<file path="src/rtl/paridad_serial_tx.sv">
// paridad_serial_tx
// Serialises the two 3-bit operands and their upstream parity bit as one
// UART-style frame, LSB first. The frame is start, A[2:0], B[2:0], parity, stop.
// The block also flags a mismatch between the upstream parity bit and a local
// XOR of the operands. It drives the board's serial/debug pin, which idles high.
module paridad_serial_tx #(
    parameter int unsigned CLKS_PER_BIT = 5208  // clock cycles per serial bit, >= 2
) (
    input  logic       clk,
    input  logic       rst_n,
    input  logic [2:0] A,
    input  logic [2:0] B,
    input  logic       BP,
    input  logic       start,
    output logic       tx,
    output logic       busy,
    output logic       done,
    output logic       parity_err
);

    localparam int unsigned     BAUD_W    = (CLKS_PER_BIT > 1) ? $clog2(CLKS_PER_BIT) : 1;
    localparam logic [BAUD_W-1:0] BAUD_LAST = BAUD_W'(CLKS_PER_BIT - 1);
    localparam logic [2:0]      DATA_LAST = 3'd5;

    typedef enum logic [2:0] {
        S_IDLE,
        S_START,
        S_DATA,
        S_PARITY,
        S_STOP
    } state_t;

    state_t              state_q, state_d;
    logic [BAUD_W-1:0]   baud_q,  baud_d;
    logic [2:0]          bit_q,   bit_d;
    logic [5:0]          shift_q, shift_d;
    logic                bp_q,    bp_d;
    logic                perr_q,  perr_d;
    logic                tx_q,    tx_d;
    logic                busy_q,  busy_d;
    logic                done_q,  done_d;
    logic                bit_end;

    // Registers every piece of state. Reset puts the line in its idle-high state
    // and abandons any frame in flight.
    always_ff @(posedge clk or negedge rst_n) begin
        if (!rst_n) begin
            state_q <= S_IDLE;
            baud_q  <= '0;
            bit_q   <= '0;
            shift_q <= '0;
            bp_q    <= 1'b0;
            perr_q  <= 1'b0;
            tx_q    <= 1'b1;
            busy_q  <= 1'b0;
            done_q  <= 1'b0;
        end else begin
            // NOTE: non-blocking assignments here. Every flop updates from the
            // pre-edge values, so the order of these lines does not matter.
            state_q <= state_d;
            baud_q  <= baud_d;
            bit_q   <= bit_d;
            shift_q <= shift_d;
            bp_q    <= bp_d;
            perr_q  <= perr_d;
            tx_q    <= tx_d;
            busy_q  <= busy_d;
            done_q  <= done_d;
        end
    end

    assign bit_end = (baud_q == BAUD_LAST);

    // Computes the next state and the counters, and accepts a new frame from IDLE.
    always_comb begin
        // NOTE: every variable written below receives a default first. That keeps
        // any path through the case from holding a value and inferring a latch.
        state_d = state_q;
        baud_d  = baud_q;
        bit_d   = bit_q;
        shift_d = shift_q;
        bp_d    = bp_q;
        perr_d  = perr_q;
        done_d  = 1'b0;

        unique case (state_q)
            S_IDLE: begin
                baud_d = '0;
                bit_d  = '0;
                if (start) begin
                    shift_d = {B, A};
                    bp_d    = BP;
                    perr_d  = BP ^ (^{A, B});
                    state_d = S_START;
                end
            end
            S_START: begin
                baud_d = bit_end ? '0 : baud_q + 1'b1;
                if (bit_end) begin
                    bit_d   = '0;
                    state_d = S_DATA;
                end
            end
            S_DATA: begin
                baud_d = bit_end ? '0 : baud_q + 1'b1;
                if (bit_end) begin
                    shift_d = shift_q >> 1;
                    if (bit_q == DATA_LAST) begin
                        bit_d   = '0;
                        state_d = S_PARITY;
                    end else begin
                        bit_d = bit_q + 3'd1;
                    end
                end
            end
            S_PARITY: begin
                baud_d = bit_end ? '0 : baud_q + 1'b1;
                if (bit_end) begin
                    state_d = S_STOP;
                end
            end
            S_STOP: begin
                baud_d = bit_end ? '0 : baud_q + 1'b1;
                if (bit_end) begin
                    state_d = S_IDLE;
                    done_d  = 1'b1;
                end
            end
            default: begin
                state_d = S_IDLE;
                baud_d  = '0;
                bit_d   = '0;
            end
        endcase
    end

    // Decodes the registered line level and busy flag from the next state.
    // Both outputs then change on the same edge as the state and stay glitch-free.
    always_comb begin
        tx_d   = 1'b1;
        busy_d = (state_d != S_IDLE);
        unique case (state_d)
            S_IDLE:   tx_d = 1'b1;
            S_START:  tx_d = 1'b0;
            S_DATA:   tx_d = shift_d[0];
            S_PARITY: tx_d = bp_d;      // sent as received so the far end can see a bad bit
            S_STOP:   tx_d = 1'b1;
            default:  tx_d = 1'b1;
        endcase
    end

    assign tx         = tx_q;
    assign busy       = busy_q;
    assign done       = done_q;
    assign parity_err = perr_q;

endmodule

</file>
<file path="config.mk">
export PLATFORM = sky130hd
export DESIGN_NAME = paridad_serial_tx
export DESIGN_NICKNAME = d
export VERILOG_FILES = /design/src/rtl/paridad_serial_tx.sv
export SDC_FILE = /design/constraint.sdc
export NUM_CORES = 1
export LEC_CHECK = 0
export BUFFER_PORTS_ARGS = -buffer_cell sky130_fd_sc_hd__clkbuf_2
export CORE_MARGIN = 2
export CORE_UTILIZATION = 58
export CTS_CLUSTER_DIAMETER = 150
export DETAILED_ROUTE_END_ITERATION = 10
export PLACE_DENSITY_LB_ADDON = 0.15
export SYNTH_ARGS = -nofsm -noshare
export SYNTH_HDL_FRONTEND = slang
export SYNTH_SLANG_ARGS = --single-unit
</file>
<file path="constraint.sdc">
create_clock -name clk -period 2.5 [get_ports clk]
set_input_delay 0.125 -clock clk [delete_from_list [all_inputs] [get_ports clk]]
set_output_delay 0.125 -clock clk [all_outputs]
set_load 0.01 [all_outputs]
</file>
Word-level counts from Yosys, hierarchy flattened. Index checks and enable logic that the tools add are counted. W data, S select, Z words.

Register bits: 30. Word-level logic and storage cells: 56. Input port bits: 10. Output and inout bits: 4.

Mux-type cells: 21. Bitwise operators: 2. Eq/ne operators: 12. Reduce and logical (&&, ||, !) cells: 9. Add/sub/neg operators: 2.

Operator list (count): $mux W3 (9); $mux W13 (2); $pmux W3 S5 (1); $add A13 B1 Y13 const B (1); $eq A13 B13 Y1 const B (1); $eq A3 B2 Y1 const B (4); $mux W6 (2); $pmux W6 S2 (1); $pmux W3 S3 (1); $eq A3 B1 Y1 const B (2); $eq A3 B3 Y1 const B (2); $ne A2 B2 Y1 const B (3); $reduce_and A3 Y1 (2); $reduce_xor A6 Y1 (1); $mux W1 (4); $reduce_or A4 Y1 (1); $add A3 B1 Y3 const B (1); $logic_not A3 Y1 (1); $pmux W1 S3 (1); $reduce_bool A3 Y1 (1); $reduce_and A2 Y1 (1); $reduce_bool A2 Y1 (1); $reduce_or A2 Y1 (1); $not A1 Y1 (1); $xor A1 B1 Y1 (1).

Longest topological paths before layout. Gate-level depths: netlist of run 1.

Depth after elaboration: 6. Gate-level depth with buffers: 6. Depth with buffers taken out: 6.

Worst setup path after synthesis of run 1. No wires, ideal clock.

Path kind: register to register. Start: reg baud_q[0]. End: reg tx_q (netlist: tx). Clock period less this slack: 1.972 ns. Arrival time: 1.890 ns. Setup time: 0.082 ns. Slack: 0.528 ns. Path buffers: 0. Data required time: 2.418 ns. Cell stages (with the launch flop): 7. Cell sequence: dfrtp_1 > ha_1 > and4b_2 > and3_4 > a211o_2 > mux2_1 > o31a_1.

Longest elaborated chain between the ends: 5. Elaborated cells between the ends (all ways): 12. Classes of those cells: 4 x eq/ne; 8 x mux.

Ends and longest elaborated chain: start, declared (RTL line 34) `logic [BAUD_W-1:0] baud_q, baud_d;`; start signal, assigned (RTL line 61) `baud_q <= baud_d;`; $eq A13 B13 Y1 * (RTL line 72) `assign bit_end = (baud_q == BAUD_LAST);`; $mux W3, on equally long branches; $pmux W3 S5 * (RTL line 86) `unique case (state_q)`; net state_d[0] (RTL line 33) `state_t state_q, state_d;`; $eq A3 B2 Y1 / $eq A3 B1 Y1 (equally long branches) (RTL line 142) `unique case (state_d)`; $pmux W1 S3 * (RTL line 142); net tx_d (RTL line 39) `logic tx_q, tx_d;`; end signal, assigned (RTL line 66) `tx_q <= tx_d;`; end, declared (RTL line 39).

The timed path passes the listed nets; every way through them passes the cells marked *. The select of a mux whose other input is x is not followed. A chain may end at the register's enable or synchronous reset.

Final worst setup path of run 1. Same ends and word-level chain as after synthesis.

==> impl_metrics.tcl, run 1 <==
set metrics [dict create \
    fin_crit_sh_pct 82.4 \
    synthDistinctLibCells 42 \
    layout_common_cells "dfrtp_1, nor2_1, nand2_1" \
    dp.cells 190 \
    place_hpwl_um 2050 \
    grt_usage_pct 21.8 \
    grt_max_degree 31 \
    synth_area_leader_cell "dfrtp_1" \
    syn_to_final_growth_pct 9.83 \
    antenna_found_initial 0 \
    syn_avg_cell_area_um2 10.4 \
    cts.sink_count 30 \
    fmaxAchievable_mhz 486 \
    cts_tree "yes" \
    fillerInstances 204 \
    vias 1156 \
    clkLatencyLatePin_ps 340 \
    synthDominantCellAreaShare_pct 46.7 \
    layout-drive-gt1-share_pct 20.1 \
    grt_pass1_wl_um 5150 \
    start_util_pct 62.1 \
    drv_cap 0 \
    tns_ps 0 \
    highest_layer "met4" \
    die_y_um 55.7 \
    first_iter_violations 26 \
    met2WireLength_um 1430 \
    critPathKind "register to register" \
    power.clock.fraction_pct 27.1 \
    wl_met1_um 1280 \
    coreArea_mm2 0.00250 \
    syn_area_mm2 0.00155 \
    regArea_um2 752 \
    ys_warn_count 0 \
    switching_share_pct 29.6 \
    crit_fanout 5 \
    setup_violations 0 \
    synth_edf_count 0 \
    final_cells 199 \
    syn_nets 161 \
    cts_buffer_depth 2 \
    slew_violations 0 \
    die_width_um 55.7 \
    rsz0062_at_grt "false" \
    hold_viol 0 \
    antenna_cells 0 \
    clk_pin_slew_ps 100 \
    port_buffers 13 \
    ios 14 \
    wire_per_inst_um 14.5 \
    cellPowerDensity_mw_per_mm2 660 \
    critical_path_arrival_ps 2330 \
    peakVddDrop_mv 0.641 \
    critPathCaptureType "register" \
    post_cts_resized 0 \
    place_ws_ps 440 \
    wl_met3_um 92 \
    status "completed" \
    synth_area_leaders "dfrtp_1, xnor2_1, nor2_1" \
    tightest_slew_ps 710 \
    gp_congestion 0.829 \
    p_seq_share_pct 55.4 \
    routed_via_density 5.81 \
    cts_made_buffers 5 \
    multi_input_area_um2 769 \
    ys_seq_area_share_pct 48.4 \
    p_int_uw 793 \
    hold_path_class "input port to register" \
    ys_ff_latch 30 \
    die_area_mm2 0.00311 \
    drtAntennaViolNets 0 \
    setup_ws_ps 441 \
    num_rows 18 \
    leakagePower_nw 0.787 \
    drcViolationCount 0 \
    combPwrFrac_pct 17.6 \
    nets 179 \
    synth_cells 150 \
    grt_pass1_vias 1163 \
    cts.root.buffer_cell "clkbuf_4" \
    dr.pass1.iters 4 \
    power_switching_uw 334 \
    finClkSkew_ps 9.29 \
    min_period_ps 2060 \
    layout_commonest_cell "dfrtp_1" \
    start_kind "register" \
    ys_async_sr_fraction_pct 100 \
    htree_levels 2 \
    synth_flop_cell "dfrtp_1" \
    max-slew-margin-rel_pct 52.6 \
    fin_util_pct 68.2 \
    grt.overflow.total 0 \
    worstPathRequired_ps 2780 \
    wirelength_um 2880 \
]
[cell type report]
type / count / area share, %
Clock buffer: 7 / 3.23
Clock inverter: 1 / 0.293
Inverter: 1 / 0.220
Multi-Input combinational cell: 115 / 45.1
Sequential cell: 30 / 44.1
Tap cell: 30 / 2.20
Timing Repair Buffer: 15 / 4.84
[per-layer routing]
metal  up-vias  track usage [%]
li1        573                -
met4         0             11.5
met5         -                0
met1       559             27.1
met3         8             4.88
met2        16             35.4
[worst max-delay path, stage by stage (launching register included)]
cell and delay, ps:
dfrtp_1 420, ha_1 260, and4b_2 290, and3_4 170
a211o_2 300, mux2_1 310, o31a_1 240
[logic make-up (layout without fill, tap and decap cells)]
logic type / after synthesis / after routing / synth area share [%]
buf+inv: 5 / 24 / 2.01
compound gates: 23 / 23 / 11.0
xor+xnor: 19 / 19 / 10.7
flops: 30 / 30 / 48.4
simple gates: 71 / 71 / 26.3
mux: 1 / 1 / 0.725
fa+ha+maj: 1 / 1 / 0.806
[path summary, 6_finish.rpt]
check / from / end / slack [ps] / cells after the start
setup / recovery: baud_q[0]$_DFF_PN0_ / tx$_DFF_PN1_ / 440 / 6
hold / removal: B[2] / shift_q[5]$_DFFE_PN0P_ / 30 / 3
setup reg to reg: baud_q[0]$_DFF_PN0_ / tx$_DFF_PN1_ / 440 / 6
hold reg to reg: parity_err$_DFFE_PN0P_ / parity_err$_DFFE_PN0P_ / 480 / 2
max in group asynchronous: rst_n / baud_q[3]$_DFF_PN0_ / 1680 / 2
min in group asynchronous: rst_n / busy$_DFF_PN0_ / 360 / 2
[state kept, by name, summed over array words and instances, names as in the netlist]
name and cells:
parity_err 1, shift_q 6, baud_q 13, state_q 3, busy 1, done 1, tx 1, bp_q 1
bit_q 3
[cells in the mapped netlist (2+ instances only)]
cell / count
a22o_1: 5
a21o_1: 5
xor2_1: 8
nor3_1: 4
nand2b_1: 2
nor2_1: 22
and3_1: 2
nand3_1: 10
dfrtp_1: 29
and3_2: 2
xnor2_1: 11
o21ai_0: 5
nand2_1: 16
[power by group through the flow]
stage	Combinational [mW]	Sequential [mW]	Clock [mW]
4_1_cts	0.200	0.623	0.315
6_report	0.198	0.624	0.305
3_3_place_gp	0.192	0.630	0
3_5_place_dp	0.198	0.632	0
2_1_floorplan	0.141	0.619	0
5_1_grt	0.230	0.635	0.334
[stage by stage]
step	power, mW	area, um2	hold WS (ps)
6_report	1.13	1710	26.0
5_1_grt	1.20	1710	42.0
4_1_cts	1.14	1710	13.7
3_5_place_dp	0.830	1640	213
3_3_place_gp	0.822	1640	201
2_1_floorplan	0.760	1550	-171
[timing repair]
action                    4_1_cts  5_1_grt
hold buffers                    1        0
hold endpoints to repair       29        0
buffers inserted                0        0
Power figures use the tool's default switching activity.
==> run 2: changes to the inputs <==
--- a/config.mk
+++ b/config.mk
@@ -5,6 +5,7 @@
 export SDC_FILE = /design/constraint.sdc
 export NUM_CORES = 1
 export LEC_CHECK = 0
+export ABC_AREA = 1
 export BUFFER_PORTS_ARGS = -buffer_cell sky130_fd_sc_hd__clkbuf_2
 export CORE_MARGIN = 2
 export CORE_UTILIZATION = 58
==> constraint.sdc (replaced) <==
create_clock -name clk -period 1.99 [get_ports clk]
set_input_delay 0.0995 -clock clk [delete_from_list [all_inputs] [get_ports clk]]
set_output_delay 0.0995 -clock clk [all_outputs]
set_load 0.01 [all_outputs]
==> run 2 against run 1 <==
  * Total power shrank 7.8%
  * Sequential power shrank 2%
  * Die area up 6.3%
  * Register-to-register slack worse by 90 ps
  * Via count grew 22%
  * Non-clock buffer count stayed put
  * Routed wire length up 13%
  * Setup slack lost 95 ps
  * First-iteration DRC count rose by 110%
  * Largest cell class unchanged
==> impl_metrics.tcl, run 2 <==
set metrics [dict create \
    status "completed" \
    hold_end "shift_q[2]$_DFFE_PN0P_" \
    ys_warn_count 0 \
    min_from "A[2]" \
    min_period_ps 1640 \
    ys_seq_area_share_pct 45.4 \
    placed_area_mm2 0.00176 \
    tns_ps 0 \
    holdPathStages 3 \
    layout_commonest_cell "nand2_1" \
    top_regs "baud_q (13), shift_q (6)" \
    wire_per_inst_um 12.4 \
    syn_to_final_growth_pct 11.3 \
    coreArea_mm2 0.00273 \
    ys_top_cells_by_count "nand2_1, dfrtp_1, nor2_1, inv_1, nand3_1" \
    grt_pass1_vias 1388 \
    fin_crit_sh_pct 82.6 \
    port_buffers 13 \
    use_met1_pct 26.1 \
    fmaxAchievable_mhz 608 \
    top_usage_layer "met2" \
    cts_tree "yes" \
    crit_fanout 8 \
    leakagePower_nw 0.855 \
    synthDistinctLibCells 29 \
    peakVddDrop_mv 0.649 \
    drtAntennaViolNets 0 \
    drcViolationCount 0 \
    wirelength_um 3250 \
    rsz0062_at_grt "false" \
    rr_startpoint "baud_q[0]$_DFF_PN0_" \
    reg2reg_depth 9 \
    tightest_slew_ps 723 \
    clkLatencyLatePin_ps 330 \
    nets 240 \
    ys_async_sr_fraction_pct 100 \
    largest_register "baud_q" \
    synth_edf_count 0 \
    hold_slack_ps 13.7 \
    finClkSkew_ps 10.8 \
    cts_made_buffers 5 \
    grt_util_met3_pct 5.90 \
    grt_pass1_wl_um 5780 \
    routed_via_density 5.41 \
    cts.sink_count 30 \
    grt_use_met2_pct 39.8 \
    postCtsSetupBuffers 0 \
    layout-drive-gt1-share_pct 22.2 \
    r2r_end "busy$_DFF_PN0_" \
    htree_levels 2 \
    setup_ws_ps 346 \
    vias 1411 \
    start_util_pct 60.6 \
    fin_util_pct 67.5 \
    synth_flop_cell "dfrtp_1" \
    hold_viol 0 \
    antenna_found_initial 0 \
    ys_ff_latch 30 \
    power.total_mw 1.04 \
    dr.pass1.iters 4 \
    grt_max_degree 31 \
    syn_avg_cell_area_um2 8.01 \
    grt.overflow.total 0 \
    hold_path_class "input port to register" \
    cellPowerDensity_mw_per_mm2 563 \
    critical_path_arrival_ps 1860 \
    grt_usage_pct 22.4 \
    gp_congestion 0.834 \
    ios 14 \
    cts_buffer_depth 2 \
    num_rows 19 \
    critPathKind "register to register" \
    ff2ff_setup_slack_ps 350 \
    die_width_um 57.5 \
    die_y_um 57.5 \
    design_area_mm2 0.00185 \
    layout_common_cells "nand2_1, dfrtp_1, nor2_1" \
    dp.cells 251 \
    drv_cap 0 \
    worstPathRequired_ps 2200 \
    yosysMostFrequentCell "nand2_1" \
    largest_reg_flops 13 \
    first_iter_violations 55 \
    clk_pin_slew_ps 100 \
    die_area_mm2 0.00330 \
    cts.root.buffer_cell "clkbuf_4" \
    syn_area_mm2 0.00166 \
    ctsHoldBuffers 2 \
    slew_violations 0 \
    synth_area_leader_cell "dfrtp_1" \
    setup_violations 0 \
    max-slew-margin-rel_pct 51.8 \
    antenna_cells 0 \
    final_cells 261 \
    synth_cells 207 \
    place_hpwl_um 2520 \
    syn_nets 218 \
    critPathCaptureType "register" \
    synth_area_leaders "dfrtp_1, nand2_1, nor2_1" \
    place_ws_ps 358 \
    start_kind "register" \
    post_cts_resized 0 \
    synthDominantCellAreaShare_pct 43.8 \
]
==> run 2: changes by cell type after synthesis, sizes merged, moves of 5 or more <==
cell   change
a21o       -5
nand2     +37
inv       +26
a22o       -5
and3       -5
nor2       +9
xnor2      -6
nand3      +9
a21oi      +7
nand4      +5
==> run 2: power breakdown <==
part	internal, mW	leakage, nW	switching (mW)	total, mW
combinational	0.0215	0.441	0.0261	0.0476
sequential	0.609	0.380	0	0.609
clock	0.170	0.0343	0.212	0.382
total	0.800	0.855	0.238	1.04
==> run 2: how the worst max path moves through the flow <==
stage | startpoint | to
after floorplan | baud_q[0]$_DFF_PN0_ | busy$_DFF_PN0_
after global placement | baud_q[0]$_DFF_PN0_ | busy$_DFF_PN0_
after detailed placement | baud_q[0]$_DFF_PN0_ | busy$_DFF_PN0_
after CTS | baud_q[0]$_DFF_PN0_ | busy$_DFF_PN0_
after global routing | baud_q[0]$_DFF_PN0_ | busy$_DFF_PN0_
final | baud_q[0]$_DFF_PN0_ | busy$_DFF_PN0_
==> run 2: routing by layer <==
layer	vias up	part of all wire (%)
li1	709	-
met1	676	44
met2	20	51
met3	6	3.0
met4	0	1.5
met5	-	0
==> run 2: area by class of cell <==
class | count | area (um2)
multi-input cells | 148 | 797
clock buffers | 6 | 51.3
fillers | 241 | 888
flip-flops and latches | 30 | 752
inverters | 29 | 109
repair buffers | 15 | 85.1
clock inverters | 2 | 12.5
well taps | 31 | 38.8
==> run 2: kinds of logic (layout without fill, tap and decap cells) <==
group,after synthesis,in the layout,synth area share [%]
xor+xnor,9,9,4.75
fa+ha+maj,1,1,0.755
flops,30,30,45.4
simple gates,118,118,35.5
buf+inv,29,52,6.57
compound gates,20,20,7.02
==> run 2: critical path: stages, from the launching register on <==
cell      delay [ps]
dfrtp_1          430
ha_1             200
nand2_2          110
nor2_4           150
nand3_4          130
nand2_2          110
nand2_2           60
clkinv_1          50
nand4_2           70
or2_1            220
==> run 3: changes to the inputs <==
--- a/config.mk
+++ b/config.mk
@@ -8,7 +8,7 @@
 export ABC_AREA = 1
 export BUFFER_PORTS_ARGS = -buffer_cell sky130_fd_sc_hd__clkbuf_2
 export CORE_MARGIN = 2
-export CORE_UTILIZATION = 58
+export CORE_UTILIZATION = 53
 export CTS_CLUSTER_DIAMETER = 150
 export DETAILED_ROUTE_END_ITERATION = 10
 export PLACE_DENSITY_LB_ADDON = 0.15
==> constraint.sdc (replaced) <==
create_clock -name clk -period 1.4 [get_ports clk]
set_input_delay 0.07 -clock clk [delete_from_list [all_inputs] [get_ports clk]]
set_output_delay 0.07 -clock clk [all_outputs]
set_load 0.01 [all_outputs]
==> run 3 against run 2 <==
  * The run now ends with setup timing left
  * First-iteration DRC count increased by 65%
  * Via count increased by 14%
  * Sequential share of layout area decreased by 8.5 points
  * Die area increased by 8.8%
  * Worst hold slack improved by 97 ps
  * Setup slack got worse by 430 ps
  * Total power increased by 81%
  * Sequential power increased by 42%
  * Final cell count increased by 16%
  * Critical endpoint unchanged
==> impl_metrics.tcl, run 3 (same netlist as run 2, synthesis figures left out) <==
set metrics [dict create \
    layout_common_cells "nand2_1, buf_4, dfrtp_1" \
    grt_pass1_wl_um 6640 \
    ios 14 \
    dp.cells 286 \
    layout_commonest_cell "nand2_1" \
    max-slew-margin-rel_pct 74.2 \
    routed_via_density 5.28 \
    layout-drive-gt1-share_pct 38.4 \
    wire_per_inst_um 13.5 \
    path_common_cell "nand2_4" \
    num_rows 20 \
    finClkSkew_ps 4.73 \
    port_buffers 13 \
    critPathCaptureType "register" \
    drtAntennaViolNets 0 \
    cp_num_buf_inv 1 \
    fin_util_pct 77.7 \
    rsz0062_at_grt "true" \
    drcViolationCount 0 \
    status "complete, but fails checks" \
    syn_to_final_growth_pct 40.8 \
    dr.pass1.iters 4 \
    ff2ff_setup_slack_ps -90 \
    peakVddDrop_mv 0.875 \
    drv_cap 0 \
    cts_buffer_depth 2 \
    setup_violations 12 \
    die_y_um 59.9 \
    p_int_mw 1.51 \
    power_switching_uw 370 \
    crit_fanout 7 \
    cts.root.buffer_cell "clkbuf_4" \
    top_regs "baud_q (13), shift_q (6)" \
    fin_crit_sh_pct 106 \
    place_hpwl_um 2860 \
    crit_slowest_cell "dfrtp_1" \
    critPathKind "register to register" \
    cts.sink_count 30 \
    grt_pass1_vias 1589 \
    die_width_um 59.9 \
    nets 281 \
    wirelength_um 4100 \
    fmaxAchievable_mhz 673 \
    cellPowerDensity_mw_per_mm2 806 \
    p_seq_share_pct 46.0 \
    design_area_mm2 0.00233 \
    antenna_cells 0 \
    clk_pin_slew_ps 100 \
    tightest_slew_ps 388 \
    final_cells 304 \
    combPwrFrac_pct 4.4 \
    slew_violations 0 \
    hold_path_class "input port to register" \
    crit_family "simple AND/OR/NAND/NOR gates" \
    min_period_ps 1490 \
    worstPathRequired_ps 1640 \
    path_cells "ha_4, nand2_4, nor2_4, nand3_4, nand2_4, nand2_4, clkinv_2, nand4_2, or2_1" \
    cts_made_buffers 5 \
    clkLatencyLatePin_ps 340 \
    switching_share_pct 19.6 \
    grt_max_degree 31 \
    placed_area_mm2 0.00203 \
    cts_tree "yes" \
    leakagePower_nw 1.12 \
    path_depth 9 \
    critical_path_arrival_ps 1730 \
    die_area_mm2 0.00359 \
    grt.overflow.total 0 \
    holdPathStages 4 \
    antenna_found_initial 0 \
    reg2reg_depth 9 \
    vias 1606 \
    setup_ws_ps -86.0 \
    coreArea_mm2 0.00300 \
    hold_viol 0 \
    largest_reg_flops 13 \
    cp_slowest_stage_delay_ps 410 \
    power.clock.fraction_pct 49.5 \
    first_iter_violations 91 \
    gp_congestion 0.826 \
    largest_register "baud_q" \
    grt_usage_pct 24.9 \
    start_kind "register" \
    violations "setup timing" \
    htree_levels 2 \
    start_util_pct 55.2 \
]
[run 3: changes by cell type in the layout (fill, tap and decap cells not counted), moves of 3 or more]
cell	before	now
nor2_1	23	18
nor2_4	2	7
dlygate4sd3_1	2	7
nand2_1	46	43
nand2_4	1	4
buf_4	0	34
[run 3: per-stage QoR]
| stage | setup WS (ps) | hold slack (ps) | power [mW] | setup TNS, ps |
|---|---|---|---|---|
| floorplan | -56.7 | -226 | 0.911 | -56.7 |
| global placement | -32.2 | 101 | 0.948 | -60.7 |
| detailed placement | -95.9 | 105 | 0.951 | -402 |
| CTS | -109 | 114 | 1.88 | -608 |
| global route | -161 | 116 | 1.94 | -1920 |
| finish | -86.0 | 111 | 1.88 | -414 |
[run 3: worst reg2reg max path: stages (launching register included)]
cell and delay [ps]:
dfrtp_1 410, ha_4 160, nand2_4 70, nor2_4 120
nand3_4 140, nand2_4 110, nand2_4 50, clkinv_2 40
nand4_2 70, or2_1 210
[run 3: area by class of cell]
type                       instances  area, um2
timing repair buffer              56        422
inverter                          29        110
clock inverter                     2       60.1
sequential                        30        753
clock buffer                       6       51.3
tap                               33       41.3
multi-input combinational        148        896
fill                             220        669
[run 3: what timing repair did]
item | CTS | global route
endpoints found under the hold margin | 35 | 0
hold buffers | 7 | 0
pin swaps | 1 | 4
endpoints found under the setup margin | 14 | 26
gates resized for setup | 8 | 17
buffers inserted | 1 | 2
[run 3: metal layers]
layer / vias to the layer above / track usage, % / share of wire (%)
li1: 790 / - / -
met1: 760 / 29.4 / 42
met2: 45 / 42.5 / 51
met3: 11 / 7.14 / 4.2
met4: 0 / 9.52 / 2.3
met5: - / 0 / 0
[run 3: path summary, 6_finish.rpt]
kind / start / end
min in group asynchronous: rst_n / baud_q[1]$_DFF_PN0_
worst max-delay path: baud_q[0]$_DFF_PN0_ / busy$_DFF_PN0_
worst min-delay path: start / shift_q[1]$_DFFE_PN0P_
worst min register to register: parity_err$_DFFE_PN0P_ / parity_err$_DFFE_PN0P_
worst max register to register: baud_q[0]$_DFF_PN0_ / busy$_DFF_PN0_
max in group asynchronous: rst_n / tx$_DFF_PN1_
[run 3: power groups by stage]
stage	Combinational, mW	Clock [mW]	Sequential, mW
final	0.0834	0.932	0.866
after global routing	0.0926	0.979	0.866
after CTS	0.0831	0.934	0.866
after detailed placement	0.0681	0	0.883
after global placement	0.0655	0	0.883
after floorplan	0.0277	0	0.883
